File: src/rtl/pad_power_seq.sv
// pad_power_seq: pad-ring power sequencer with per-pad drive/slew/Schmitt
// configuration registers behind a simple request/grant register port.
// Sequencing: OFF -> UP_PWR -> UP_IO -> UP_BIAS -> ON, with optional IO
// retention (RET) and a timed power-down through DN_BIAS -> DN_IO -> OFF.
// Each timed state dwells STEP_CYCLES cycles.
// Optional feature macro: PAD_SEQ_RET_EN enables the RET state and retc_o;
// without it ret_req_i is ignored and retc_o is tied low.
module pad_power_seq #(
    parameter int NUM_PADS    = 16,
    parameter int STEP_CYCLES = 64
) (
    input  logic                  clk_i,
    input  logic                  rst_ni,
    input  logic                  pwr_en_i,
    input  logic                  ret_req_i,
    output logic                  pwrok_o,
    output logic                  iopwrok_o,
    output logic                  bias_o,
    output logic                  retc_o,
    output logic                  ready_o,
    input  logic                  cfg_req_i,
    input  logic                  cfg_we_i,
    input  logic [4:0]            cfg_addr_i,
    input  logic [31:0]           cfg_wdata_i,
    output logic                  cfg_gnt_o,
    output logic                  cfg_rvalid_o,
    output logic [31:0]           cfg_rdata_o,
    output logic [2*NUM_PADS-1:0] pad_drv_o,
    output logic [NUM_PADS-1:0]   pad_slw_o,
    output logic [NUM_PADS-1:0]   pad_smt_o
);

    typedef enum logic [2:0] {
        S_OFF     = 3'd0,
        S_UP_PWR  = 3'd1,
        S_UP_IO   = 3'd2,
        S_UP_BIAS = 3'd3,
        S_ON      = 3'd4,
        S_RET     = 3'd5,
        S_DN_BIAS = 3'd6,
        S_DN_IO   = 3'd7
    } state_t;

`ifdef PAD_SEQ_RET_EN
    localparam logic RET_EN = 1'b1;
`else
    localparam logic RET_EN = 1'b0;
`endif

    localparam logic [7:0] CNT_LOAD   = 8'(STEP_CYCLES - 1);
    localparam logic [4:0] STATUS_ADR = 5'd31;

    // Control word per state, ordered {pwrok, iopwrok, bias, retc, ready}.
    function automatic logic [4:0] ctrl_of(state_t s);
        case (s)
            S_UP_PWR:  return 5'b10000;
            S_UP_IO:   return 5'b11000;
            S_UP_BIAS: return 5'b11100;
            S_ON:      return 5'b11101;
            S_RET:     return 5'b11110;
            S_DN_BIAS: return 5'b11000;
            S_DN_IO:   return 5'b10000;
            default:   return 5'b00000;
        endcase
    endfunction

    state_t                state_q;
    logic [7:0]            cnt_q;
    logic [4:0]            ctrl_q;
    logic [2*NUM_PADS-1:0] drv_q;
    logic [NUM_PADS-1:0]   slw_q;
    logic [NUM_PADS-1:0]   smt_q;
    logic                  rvalid_q;
    logic [31:0]           rdata_q;
    logic [31:0]           rd_data;
    logic                  cnt_zero;
    logic                  unused_wdata;

    assign cnt_zero = (cnt_q == 8'd0);

    // Sequencer: state, dwell counter and the registered control word move together.
    always_ff @(posedge clk_i or negedge rst_ni) begin
        if (!rst_ni) begin
            state_q <= S_OFF;
            cnt_q   <= 8'd0;
            ctrl_q  <= 5'b00000;
        end else begin
            // NOTE: every sequential assignment is non-blocking so all registers
            // sample the same pre-edge values, regardless of statement order.
            case (state_q)
                S_OFF: begin
                    if (pwr_en_i) begin
                        state_q <= S_UP_PWR; ctrl_q <= ctrl_of(S_UP_PWR); cnt_q <= CNT_LOAD;
                    end
                end
                S_UP_PWR: begin
                    if (!pwr_en_i) begin
                        state_q <= S_OFF; ctrl_q <= ctrl_of(S_OFF); cnt_q <= 8'd0;
                    end else if (cnt_zero) begin
                        state_q <= S_UP_IO; ctrl_q <= ctrl_of(S_UP_IO); cnt_q <= CNT_LOAD;
                    end else begin
                        cnt_q <= cnt_q - 8'd1;
                    end
                end
                S_UP_IO: begin
                    if (!pwr_en_i) begin
                        state_q <= S_DN_IO; ctrl_q <= ctrl_of(S_DN_IO); cnt_q <= CNT_LOAD;
                    end else if (cnt_zero) begin
                        state_q <= S_UP_BIAS; ctrl_q <= ctrl_of(S_UP_BIAS); cnt_q <= CNT_LOAD;
                    end else begin
                        cnt_q <= cnt_q - 8'd1;
                    end
                end
                S_UP_BIAS: begin
                    if (!pwr_en_i) begin
                        state_q <= S_DN_BIAS; ctrl_q <= ctrl_of(S_DN_BIAS); cnt_q <= CNT_LOAD;
                    end else if (cnt_zero) begin
                        state_q <= S_ON; ctrl_q <= ctrl_of(S_ON); cnt_q <= 8'd0;
                    end else begin
                        cnt_q <= cnt_q - 8'd1;
                    end
                end
                S_ON: begin
                    // Power-down wins over a simultaneous retention request.
                    if (!pwr_en_i) begin
                        state_q <= S_DN_BIAS; ctrl_q <= ctrl_of(S_DN_BIAS); cnt_q <= CNT_LOAD;
                    end else if (RET_EN && ret_req_i) begin
                        state_q <= S_RET; ctrl_q <= ctrl_of(S_RET); cnt_q <= 8'd0;
                    end
                end
                S_RET: begin
                    if (!pwr_en_i) begin
                        state_q <= S_DN_BIAS; ctrl_q <= ctrl_of(S_DN_BIAS); cnt_q <= CNT_LOAD;
                    end else if (!ret_req_i) begin
                        state_q <= S_ON; ctrl_q <= ctrl_of(S_ON); cnt_q <= 8'd0;
                    end
                end
                S_DN_BIAS: begin
                    // pwr_en_i is deliberately not looked at while powering down.
                    if (cnt_zero) begin
                        state_q <= S_DN_IO; ctrl_q <= ctrl_of(S_DN_IO); cnt_q <= CNT_LOAD;
                    end else begin
                        cnt_q <= cnt_q - 8'd1;
                    end
                end
                S_DN_IO: begin
                    if (cnt_zero) begin
                        state_q <= S_OFF; ctrl_q <= ctrl_of(S_OFF); cnt_q <= 8'd0;
                    end else begin
                        cnt_q <= cnt_q - 8'd1;
                    end
                end
                default: begin
                    state_q <= S_OFF; ctrl_q <= ctrl_of(S_OFF); cnt_q <= 8'd0;
                end
            endcase
        end
    end

    assign pwrok_o   = ctrl_q[4];
    assign iopwrok_o = ctrl_q[3];
    assign bias_o    = ctrl_q[2];
    assign retc_o    = ctrl_q[1] & RET_EN;
    assign ready_o   = ctrl_q[0];

    // Read mux for the register port: pad fields, status word, or zero.
    always_comb begin
        // NOTE: default first so no path leaves rd_data unassigned (no latch).
        rd_data = 32'd0;
        if (cfg_addr_i == STATUS_ADR) begin
            rd_data = {16'd0, cnt_q, 4'd0, ready_o, state_q};
        end else begin
            for (int i = 0; i < NUM_PADS; i++) begin
                if (cfg_addr_i == 5'(i)) begin
                    rd_data = {28'd0, smt_q[i], slw_q[i], drv_q[2*i +: 2]};
                end
            end
        end
    end

    // Register port: pad config writes and the one-cycle read response.
    always_ff @(posedge clk_i or negedge rst_ni) begin
        if (!rst_ni) begin
            // NOTE: the pad config storage is only a few flops per pad and the
            // pads must come up in a known state, so it is reset like any register.
            drv_q    <= '0;
            slw_q    <= '0;
            smt_q    <= '0;
            rvalid_q <= 1'b0;
            rdata_q  <= 32'd0;
        end else begin
            rvalid_q <= cfg_req_i;
            rdata_q  <= (cfg_req_i && !cfg_we_i) ? rd_data : 32'd0;
            for (int i = 0; i < NUM_PADS; i++) begin
                if (cfg_req_i && cfg_we_i && cfg_addr_i == 5'(i)) begin
                    drv_q[2*i +: 2] <= cfg_wdata_i[1:0];
                    slw_q[i]        <= cfg_wdata_i[2];
                    smt_q[i]        <= cfg_wdata_i[3];
                end
            end
        end
    end

    assign unused_wdata = ^cfg_wdata_i[31:4];

    assign cfg_gnt_o    = cfg_req_i;
    assign cfg_rvalid_o = rvalid_q;
    assign cfg_rdata_o  = rdata_q;
    assign pad_drv_o    = drv_q;
    assign pad_slw_o    = slw_q;
    assign pad_smt_o    = smt_q;

endmodule
File: config.mk
export PLATFORM = sky130hd
export DESIGN_NAME = pad_power_seq
export DESIGN_NICKNAME = d
export VERILOG_FILES = /design/src/rtl/pad_power_seq.sv
export SDC_FILE = /design/constraint.sdc
export NUM_CORES = 1
export LEC_CHECK = 0
export CORE_UTILIZATION = 45
export CTS_BUF_LIST = sky130_fd_sc_hd__clkbuf_8
export DETAILED_ROUTE_END_ITERATION = 6
export MAX_ROUTING_LAYER = met4
export PLACE_DENSITY = 0.73
export SYNTH_ARGS = -nofsm -noshare
export SYNTH_HDL_FRONTEND = slang
export SYNTH_SLANG_ARGS = --single-unit
File: constraint.sdc
create_clock -name clk_i -period 3.83 [get_ports clk_i]
set_input_delay 0.766 -clock clk_i [delete_from_list [all_inputs] [get_ports clk_i]]
set_output_delay 0.766 -clock clk_i [all_outputs]
set_load 0.05 [all_outputs]
==> PnR_summary.wiki <==
{| class="wikitable"
! Metric !! Value
|-
| Outcome || completed
|-
| Count of warnings emitted by yosys || 0
|-
| Top cell family by delay on the critical path || buffers and inverters
|-
| Crit path launch type || primary input
|-
| Period Utilization, post-route || 0.784
|-
| Number of slew-limit violations in the final report || 0
|-
| Worst Path Max Fanout || 6
|-
| Clock Skew || ~0.013 ns
|-
| Critical path data arrival time || ~2.2 ns
|-
| Final critical-path required period || 3.00 ns
|-
| Avg Inst Size Synth || 11.6 um^2
|-
| Die area || 11400 um^2
|-
| Setup slack after layout || 0.827 ns
|-
| Post-synth ARST share || 1.00
|-
| Via density per instance || 5.61
|-
| Wire length of the first global-routing pass || 20600 um
|-
| Area of the mapped netlist || 4950 um^2
|-
| Endpoint of the lowest-slack register-to-register path || cnt_q[5]
|-
| Category of the worst setup path capture point || output port
|-
| Worst slack at placement || 0.825 ns
|-
| Type of the setup path with the least slack || in -> out
|-
| Hold crit path type || in -> async
|-
| H-Tree Level Count || 3
|-
| Worst-margin pin slew || approximately 0.83 ns
|-
| R2r startpoint || state_q[1]
|-
| Port bufs || 96
|-
| Die width || 107 um
|-
| Total of max-cap violations || 0
|-
| Gates resized, CTS repair || 0
|-
| Total power divided by cell area || between 500 and 600 nW/um^2
|-
| Total gr overflow || 0
|-
| Number of instances in the synthesized netlist || 428
|-
| Count of boundary I/O pins || 146
|-
| Unrepaired setup endpoints after global routing || no
|-
| Number of synthesized register bits || 92
|-
| Number of failing setup endpoints in the final timing report || 0
|-
| Post-route setup TNS || 0 ns
|-
| Vias post-DR || 3717
|-
| First-iteration detailed-routing DRC count || 297
|-
| Reg2reg setup slack || 1.73 ns
|-
| Source-to-sink clock delay at the later pin of the worst-skew pair || 0.37 ns
|-
| Global-route total usage across every layer || 0.245
|-
| Number of buffers added for setup after CTS || 0
|-
| Starting Density || 0.471
|-
| Via count of the first global-routing pass || 3709
|-
| CP max-delay cell || clkdlybuf4s50_1
|-
| Post-detailed-route DRC marker count || 0
|-
| First drt pass iteration count || 4
|-
| Number of hold-repair buffers added at the cts stage || 0
|-
| Final HPWL DP || slightly above 9000 um
|-
| Clk slew on worst S/H paths || 0.09 ns
|-
| Post-synth cell types || 70
|-
| Core area || between 10000 and 15000 um^2
|-
| Diode count || 0
|-
| WL final || around 13000 um
|-
| DRT antenna net count || 0
|-
| Leakage component of the power || 2.71 nW
|-
| Cell chain of the critical path || clkdlybuf4s50_1 -> clkdlybuf4s50_1
|-
| Part of the Yosys area used for sequential elements || 0.465
|-
| CP required || 3.06 ns
|-
| R2R depth || 4
|-
| Leading register cell type out of synthesis || dfrtp_1
|-
| Antenna violations before repair || 0
|-
| GP Congestion || 0.889
|-
| Row count || 37
|-
| Max Fclk || around 330 MHz
|-
| Total count of hold-check failures in the final report || 0
|-
| Post-synth EDFFs || 0
|-
| Highest ir drop seen on vdd || roughly 340 uV
|-
| Relative slew margins || 0.443
|-
| Largest incremental delay on the critical path || ~0.86 ns
|-
| CTS sink cnt || 92
|-
| Maximum number of pins on one net before global-route repair || 67
|-
| Clock tree from TritonCTS || yes
|-
| Average routed wire per standard cell || 18.9 um
|-
| Number of buffers on the longest clock path || 2
|-
| Clock root buffer || clkbuf_8
|-
| Share of post-route cells with drive strength above 1 || 0.245
|-
| DIE HEIGHT || 107 um
|-
| Worst hold-check slack || around 0.5 ns
|-
| Number of buffers created by CTS || 9
|-
| Layout overhead on the synthesized area || 25.0%
|-
| Critical path buffers and inverters || 2
|-
| Total number of nets in the final design || 567
|-
| Most frequent cell on the critical path || clkdlybuf4s50_1
|}
## layout make-up
class	instances	area (um^2)
Clock inverter	7	115
Fill cell	913	4320
Tap cell	136	170
Clock buffer	9	124
Multi-Input combinational cell	303	2410
Inverter	11	41.3
Sequential cell	92	2300
Timing Repair Buffer	105	1030
## cell usage after synthesis (2+ instances only)
library cell   n  area, um^2
and2_1         9        56.3
a22oi_2        2        25.0
mux4_2         7         158
nor2_1        19        71.3
a21o_1         2        15.0
nor3_4         5        81.3
mux2_4         5        75.1
a31oi_1        2        12.5
nand2b_1       3        18.8
nand4bb_1      2        22.5
nand2_1       30         113
nand3b_1       2        15.0
nor2b_1        8        50.1
nor2_2         2        12.5
o2bb2ai_1      3        26.3
a22oi_1        6        45.0
buf_2         10        50.1
ha_1           2        25.0
a32o_1         2        20.0
mux2_2        64         721
a2bb2oi_1      4        35.0
nor3_1         9        45.0
o211ai_1       3        22.5
a221oi_1       2        17.5
nand3_1        5        25.0
nor3_2         2        20.0
mux2i_1        6        60.1
buf_4         25         188
nand2_2        3        18.8
o21ai_0       13        65.1
clkbuf_1       6        22.5
a311oi_1       2        17.5
xor2_1         3        26.3
inv_1         10        37.5
dfrtp_1       92        2300
o221ai_1       2        17.5
and2_2         3        22.5
a21oi_1       20         100
or2_2          2        12.5
## cells by family after synthesis
logic type / Yosys count / share of synthesized area
and+or+nand+nor: 116 / 0.141
buffers and inverters: 53 / 0.0632
muxes: 82 / 0.205
adders and majority gates: 2 / 0.00505
other: 1 / 0.000757
xor gates and xnor gates: 3 / 0.00531
AOI/OAI and AO/OA: 79 / 0.115
DFF: 92 / 0.465
## per-stage QoR
| stage | instance area [um^2] | total power [mW] | util | std cells |
|---|---|---|---|---|
| after global routing | 6190 | 3.45 | 0.589 | 663 |
| after CTS | 6190 | 3.31 | 0.589 | 663 |
| final | 6190 | 3.29 | 0.589 | 663 |
| after floorplan | 5030 | 2.15 | - | 448 |
| after global placement | 5950 | 2.51 | 0.566 | 647 |
| after detailed placement | 5950 | 2.52 | 0.566 | 647 |
## power by group
| part | internal (mW) | leakage [nW] | switching (mW) | total (mW) |
|---|---|---|---|---|
| registers | 1.13 | 1.20 | 0.191 | 1.32 |
| clock network | 0.432 | 0.121 | 0.350 | 0.782 |
| logic | 0.458 | 1.39 | 0.730 | 1.19 |
| total | 2.02 | 2.71 | 1.27 | 3.29 |
## per-layer routing
metal,track usage,up-vias,share of wire
met5,-,-,0
met4,0.0714,0,0.014
met3,0.0553,19,0.053
met2,0.380,133,0.50
met1,0.322,1874,0.44
li1,-,1691,-
## cell usage in the layout, fill, tap and decap left out, drive strengths merged, types with 4 or more instances in the layout
| cell type | netlist | final |
|---|---|---|
| buf | 36 | 10 |
| nor2 | 21 | 21 |
| dfrtp | 92 | 92 |
| nor2b | 8 | 8 |
| o21ai | 15 | 15 |
| clkbuf | 6 | 9 |
| conb | 1 | 21 |
| and2 | 12 | 12 |
| mux2i | 6 | 6 |
| inv | 10 | 12 |
| mux4 | 7 | 7 |
| nand2 | 33 | 33 |
| nor3 | 16 | 16 |
| clkdlybuf4s50 | 0 | 95 |
| a21oi | 21 | 21 |
| or2 | 4 | 4 |
| a2bb2oi | 4 | 4 |
| a22oi | 8 | 8 |
| mux2 | 69 | 69 |
| nand2b | 4 | 4 |
| nand3 | 5 | 5 |
## worst max path at each step
| stage | end | depth (start not counted) | from | slack, ns |
|---|---|---|---|---|
| 2_1_floorplan | pad_drv_o[12] | 6 | cfg_addr_i[0] | 1.74 |
| 3_3_place_gp | cfg_gnt_o | 2 | cfg_req_i | 0.83 |
| 3_5_place_dp | pad_smt_o[7] | 5 | cfg_addr_i[1] | 0.83 |
| 4_1_cts | cfg_gnt_o | 2 | cfg_req_i | 0.83 |
| 5_1_grt | cfg_gnt_o | 2 | cfg_req_i | 0.82 |
| 6_report | cfg_gnt_o | 2 | cfg_req_i | 0.83 |
## sequential cells by signal, indices dropped and copies added, names as in the netlist
signal	cells
cfg_rdata_o	12
cfg_rvalid_o	1
cnt_q	8
ctrl_q	4
pad_drv_o	32
pad_slw_o	16
pad_smt_o	16
state_q	3
(Power assumes the default switching activity.)
